==> src/rtl/uart_rx_fifo.sv <==
// Receive-side byte FIFO between a UART receiver and its consumer.
// It captures bytes on the receiver's done strobe and offers them on a valid/ready stream.
// Handshake: a byte transfers on any clock edge where m_valid_o and m_ready_i are both high.
module uart_rx_fifo #(
  parameter int DEPTH  = 16,
  parameter int DATA_W = 8
) (
  input  logic                       clk,
  input  logic                       reset,
  input  logic [DATA_W-1:0]          rx_d_i,
  input  logic                       rx_done_i,
  output logic [DATA_W-1:0]          m_data_o,
  output logic                       m_valid_o,
  input  logic                       m_ready_i,
  input  logic                       flush_i,
  input  logic                       ovr_clr_i,
  output logic [$clog2(DEPTH+1)-1:0] count_o,
  output logic                       full_o,
  output logic                       overrun_o
);
  localparam int AW = $clog2(DEPTH);
  localparam int CW = $clog2(DEPTH+1);
  localparam logic [CW-1:0] DEPTH_C = CW'(DEPTH);

  logic [DATA_W-1:0] mem_q [DEPTH];
  logic [AW-1:0]     wr_ptr_q, wr_ptr_d;
  logic [AW-1:0]     rd_ptr_q, rd_ptr_d;
  logic [CW-1:0]     count_q, count_d;
  logic              ovr_q, ovr_d;
  logic              push, pop, push_acc, pop_acc, full;

  assign full = (count_q == DEPTH_C);
  assign push = rx_done_i;
  assign pop  = m_valid_o & m_ready_i;

  // A full FIFO still takes a byte if the head leaves on the same edge.
  assign push_acc = push & (~full | pop) & ~flush_i;
  assign pop_acc  = pop & ~flush_i;

  always_comb begin
    wr_ptr_d = wr_ptr_q;
    rd_ptr_d = rd_ptr_q;
    count_d  = count_q;
    ovr_d    = ovr_q;
    if (flush_i) begin
      wr_ptr_d = '0;
      rd_ptr_d = '0;
      count_d  = '0;
    end else begin
      if (push_acc) wr_ptr_d = wr_ptr_q + 1'b1;
      if (pop_acc)  rd_ptr_d = rd_ptr_q + 1'b1;
      if (push_acc && !pop_acc)      count_d = count_q + 1'b1;
      else if (!push_acc && pop_acc) count_d = count_q - 1'b1;
    end
    // A fresh overrun wins over a clear in the same cycle.
    if (push && full && !pop && !flush_i) ovr_d = 1'b1;
    else if (ovr_clr_i)                  ovr_d = 1'b0;
  end

  always_ff @(posedge clk or posedge reset) begin
    if (reset) begin
      wr_ptr_q <= '0;
      rd_ptr_q <= '0;
      count_q  <= '0;
      ovr_q    <= 1'b0;
    end else begin
      wr_ptr_q <= wr_ptr_d;
      rd_ptr_q <= rd_ptr_d;
      count_q  <= count_d;
      ovr_q    <= ovr_d;
    end
  end

  always_ff @(posedge clk) begin
    if (push_acc) mem_q[wr_ptr_q] <= rx_d_i;
  end

  assign m_valid_o = (count_q != '0);
  assign m_data_o  = m_valid_o ? mem_q[rd_ptr_q] : '0;
  assign count_o   = count_q;
  assign full_o    = full;
  assign overrun_o = ovr_q;
endmodule

==> config.mk <==
export PLATFORM = sky130hd
export DESIGN_NAME = uart_rx_fifo
export DESIGN_NICKNAME = d
export VERILOG_FILES = /design/src/rtl/uart_rx_fifo.sv
export SDC_FILE = /design/constraint.sdc
export NUM_CORES = 1
export LEC_CHECK = 0
export ABC_AREA = 0
export CORE_MARGIN = 3
export CORE_UTILIZATION = 30
export CTS_CLUSTER_DIAMETER = 50
export DETAILED_ROUTE_END_ITERATION = 8
export GPL_TIMING_DRIVEN = 0
export PLACE_DENSITY = 0.58
export SYNTH_ARGS = -nofsm -noshare
export SYNTH_HDL_FRONTEND = slang
export SYNTH_SLANG_ARGS = --single-unit
==> constraint.sdc <==
create_clock -name clk -period 4.5 [get_ports clk]
set_clock_uncertainty 0.1 [all_clocks]
set_input_delay 0.9 -clock clk [delete_from_list [all_inputs] [get_ports clk]]
set_output_delay 0.9 -clock clk [all_outputs]
set_load 0.01 [all_outputs]
# --- After elaboration in Yosys (flattened, before gate mapping) ---
# Memories as Yosys holds them, arrays and structs flattened.
# Index checks and enable logic that the tools add are counted.
totals:
  register_bits: 14
  latchBits: 0
  mem_bits_rw: 128
  mem_bits_ro: 0
  in_bits: 14
  out_inout_bits: 16
  elab_cells: 43
  mem_count: 1
classes:
  addsub: 4
  n_mul: 0
  n_div: 0
  order_cmp: 0
  n_eq_ne: 1
  shift: 0
  mux: 12
  n_bitwise: 7
  n_reduce_logical: 14
memory_table:
  columns: ["name", "words", "word_bits", "rd", "rd_clocked_by_memory_dff", "write_ports", "line", "rtl"]
  rows:
  - ["mem_q", 16, 8, 1, 0, 1, "25", "logic [DATA_W-1:0] mem_q [DEPTH];"]
op_table:
  columns: ["cell", "n"]
  rows:
  - ["$mux 4", 4]
  - ["$mux 5", 3]
  - ["$add 4x1->4 const B", 2]
  - ["$mux 8", 1]
  - ["$reduce_bool 2->1", 3]
  - ["$add 5x1->5 const B", 1]
  - ["$eq 5x5->1 const B", 1]
  - ["$logic_and 1x1->1", 5]
  - ["$reduce_bool 5->1", 1]
  - ["$sub 5x1->5 const B", 1]
  - ["$and 1x1->1", 4]
  - ["$logic_not 1->1", 4]
  - ["$mux 1", 4]
  - ["$reduce_bool 3->1", 1]
  - ["$not 1->1", 2]
  - ["$or 1x1->1", 1]

# --- Depth between registers and ports, before layout ---
depth:
  word_depth: 10
  depth_mapped: 9

# --- Worst setup path before layout ---
# OpenSTA, ideal clock, no wires.
synth_timing:
  path_kind: "register to register"
  from: "reg count_q[0] (netlist: count_o[0])"
  to: "reg count_q[4] (netlist: count_o[4])"
  setup_ns: 0.128
  t_arrival_ns: 2.611
  path_slack_ns: 1.661
  path_stages_with_launch: 9
  path_buffers: 1
  period_less_slack_ns: 2.839
  cell_sequence: "dfrtp_1 or4_4 buf_6 a211o_1 fa_1 a211o_1 o21a_1 o211ai_1 a31oi_1"
synth_between:
  elab_chain_cells: 8
  word_cells_on_any_way: 18
  classes_between: "2 x add/sub; 1 x eq/ne; 3 x mux; 6 x bitwise; 6 x reduce/logical"
synth_lines:
  columns: ["element", "line", "rtl"]
  rows:
  - ["start: declaration", "28", "logic [CW-1:0] count_q, count_d;"]
  - ["start signal: assignment", "69", "count_q <= count_d;"]
  - ["$reduce_bool 5->1 or $eq 5x5->1 (tied branches)", "78, 32", null]
  - ["$and 1x1->1 or $not 1->1 (tied branches)", "34, 37", null]
  - ["$or 1x1->1", "37", "assign push_acc = push & (~full | pop) & ~flush_i;"]
  - ["$and 1x1->1 (2 in series)", "37", null]
  - ["$logic_and 1x1->1 or $logic_not 1->1 (tied branches)", "52, 53", null]
  - ["$mux 5 or $logic_and 1x1->1 (tied branches)", "52, 53", null]
  - ["$mux 5 or $reduce_bool 3->1 (tied branches)", null, null]
# Several ways; a longest one is shown, not always the timed one. The select of a mux whose other input is x is not followed.
# A chain may end at the register's enable or synchronous reset.

# --- Worst setup path in the final report ---
layout_timing:
  from: "reg rd_ptr_q[1]"
  to: "out m_data_o[6]"
layout_between:
  elab_chain_cells: 2
layout_lines:
  columns: ["element", "line", "rtl"]
  rows:
  - ["start: declaration", "27", "logic [AW-1:0] rd_ptr_q, rd_ptr_d;"]
  - ["start signal: assignment", "68", "rd_ptr_q <= rd_ptr_d;"]
  - ["$mem_v2 16x8", null, null]
  - ["$mux 8", "79", "assign m_data_o = m_valid_o ? mem_q[rd_ptr_q] : '0;"]
  - ["end: declaration", "12", "output logic [DATA_W-1:0] m_data_o,"]
# Every way passes these cells.

==> metrics.cfg <==
[clocking]
clk_pin_slew_worst_paths_ns = 0.06
cts_sinks = 142
clockRootBuffer = clkbuf_16
clkLatencyLatePin_ns = 0.41
ctsHoldBuffers = 0
cts_buffers = 17
postCtsSetupRepairBufs = 0
cts_tree = yes
cts_buffer_depth = 2
ctsResizeCount = 0
cts_max_level = 4

[route]
viasPerCell = 4.722
first_pass_iters = 4
first_iter_violations = 154
vias = 3093
postRouteWirelength_um = 12720
routedWlPerCell_um = 19.41
drc = 0
ant_nets = 0

[finish]
drive_gt1_share_pct = 23.85
num_antenna_cells = 0
final_cell_mix = edfxtp_1, mux4_2, clkdlybuf4s50_1, nor2_1, clkbuf_16
area_growth_pct = 20.49
fin_cells = 655
finish.utilization_pct = 37.13
nNetsFinal = 401
mostFrequentLayoutCell = edfxtp_1
fillCellCount = 1884

[run]
drv_cap = 0

[global_routing]
grt_pass1_wl_um = 19940
top_usage_layer = met2
grt_antenna_before_repair = 0
grt_util_met1_pct = 15.70
overflow = 0
grt_use_met3_pct = 2.529
grt_use_met2_pct = 21.03
grt_use_total_pct = 12.24
grt_max_degree = 17
grt_pass1_vias = 3369

[placement]
io_buffers = 29
gp_congestion = 0.8018
post-place-ws_ns = 1.007
dp_hpwl_um = 8403
dp.cells = 623

[worst_setup_path]
cp-start-kind = flop
worstPathArrival_ns = 2.76
worstSetupPathType = reg2out
cp.required_ns = 3.50
end_kind = output port
path_max_fanout = 10

[sta]
tightest_slew_ns = 0.9657
layout_min_cycle_time_ns = 3.763
fin_crit_sh_pct = 83.62
setup_ws_ns = 0.7372
maxSlewHeadroom_pct = 35.38
setup_tns_ns = 0
timing.fmax_mhz = 265.8
rsz0062_at_grt = no
setup_violations = 0
final_max_slew_viol_count = 0
report.final.hold_viol_count = 0

[die]
die_h_um = 148.1
pin_count = 30
die-area_um2 = 21930
rows = 51
core_um2 = 19650
start_util_pct = 30.82
die_w_um = 148.1

[logic_synthesis]
synth-edff-count = 128
synthFlopType = edfxtp_1
ys_types = 46
synth.avg_cell_area_um2 = 18.47
ys_seq_area_share_pct = 69.24
yosys_register_bits = 142
synth_cells = 328
synth_area_um2 = 6057
ys_async_sr_fraction_pct = 9.859
yosys_warnings = 0
syn-num-nets = 352

[outcome]
status = completed

[power_and_ir_drop]
vdd_drop_max_uv = 257.4
p_per_area_nw_per_um2 = 529.2
total_leakage_power_uw = 0.002351

[worst_hold_path]
hold_path.class = reg2reg

[synthesized netlist by cell type (3+ instances only)]
cell type / instances / share of area, %
edfxtp_1: 128 / 63
mux4_2: 29 / 11
nor2_1: 20 / 1.2
a211oi_1: 16 / 2.0
dfrtp_1: 14 / 5.8
mux2i_1: 11 / 1.8
nor2b_1: 10 / 1.0
buf_4: 9 / 1.1
ha_1: 9 / 1.9
a21oi_1: 7 / 0.58
nor3_1: 7 / 0.58
inv_1: 6 / 0.37
nand2b_1: 5 / 0.52
nand3_1: 5 / 0.41
xor2_1: 5 / 0.72
nand2_2: 4 / 0.41
mux4_1: 3 / 1.3
o211ai_2: 3 / 0.62
[cell families (layout without fill, tap and decap cells)]
| logic type | count (synthesis) | after routing | share of synthesized area, % |
|---|---|---|---|
| flops | 142 | 142 | 69.24 |
| simple gates | 60 | 60 | 5.433 |
| compound gates | 42 | 42 | 5.412 |
| xor+xnor | 6 | 6 | 0.8676 |
| buf+inv | 24 | 86 | 2.768 |
| fa+ha+maj | 10 | 10 | 2.190 |
| mux | 44 | 44 | 14.09 |
[sequential cells by signal, summed over array words and instances, names as in the netlist]
name and count:
mem_q 128, count_o 5, rd_ptr_q 4, wr_ptr_q 4
overrun_o 1
[stage by stage]
step	power (µW)	instance area [µm²]	hold WS [ns]
after floorplan	2147	6057	0.4557
after global placement	2476	6679	0.4248
after detailed placement	2491	6701	0.4333
after CTS	3893	7298	0.4415
after global routing	4028	7298	0.4826
final	3862	7298	0.4339
[area by class of cell]
cell class / count / area [µm²] / area share, %
Timing Repair Buffer: 30 / 297.8 / 4.080
Tap cell: 265 / 331.6 / 4.543
Clock buffer: 17 / 425.4 / 5.829
Inverter: 6 / 22.52 / 0.3086
Clock inverter: 15 / 171.4 / 2.349
Buffer: 18 / 145.1 / 1.989
Multi-Input combinational cell: 162 / 1710 / 23.44
Sequential cell: 142 / 4194 / 57.47
[path summary, 6_finish.rpt]
| check | startpoint | cells past startpoint | end | slack, ns |
|---|---|---|---|---|
| setup / recovery | rd_ptr_q[1] | 7 | m_data_o[6] | 0.74 |
| hold / removal | overrun_o | 2 | overrun_o | 0.43 |
| setup reg to reg | count_o[0] | 8 | count_o[4] | 1.46 |
| hold reg to reg | overrun_o | 2 | overrun_o | 0.43 |
| max in group asynchronous | reset | 2 | count_o[2] | 3.19 |
| min in group asynchronous | reset | 2 | wr_ptr_q[2] | 0.74 |
[where the power goes]
group	switching [µW]	leakage [µW]	internal [µW]	total (µW)
sequential	41.9	0.00134	1480	1520
combinational	479	0.000716	459	938
clock	572	0.000292	834	1410
total	1090	0.00235	2770	3860
[worst max-delay path, cell delays in order (launching register included)]
cell,delay [ns]
dfrtp_1,0.37
buf_6,0.18
clkbuf_8,0.21
buf_4,0.24
mux4_2,0.21
mux2i_1,0.07
a211oi_1,0.43
clkdlybuf4s50_1,0.65
[per-layer routing]
metal / routed length [µm] / share of wire (%) / vias to the layer above
met1: 5613 / 44 / 1615
met2: 6625 / 52 / 53
met5: 0 / 0 / -
met3: 331 / 2.6 / 12
met4: 146 / 1.1 / 0
li1: - / - / 1413
Note: power is estimated with default switching activity, not from simulation.
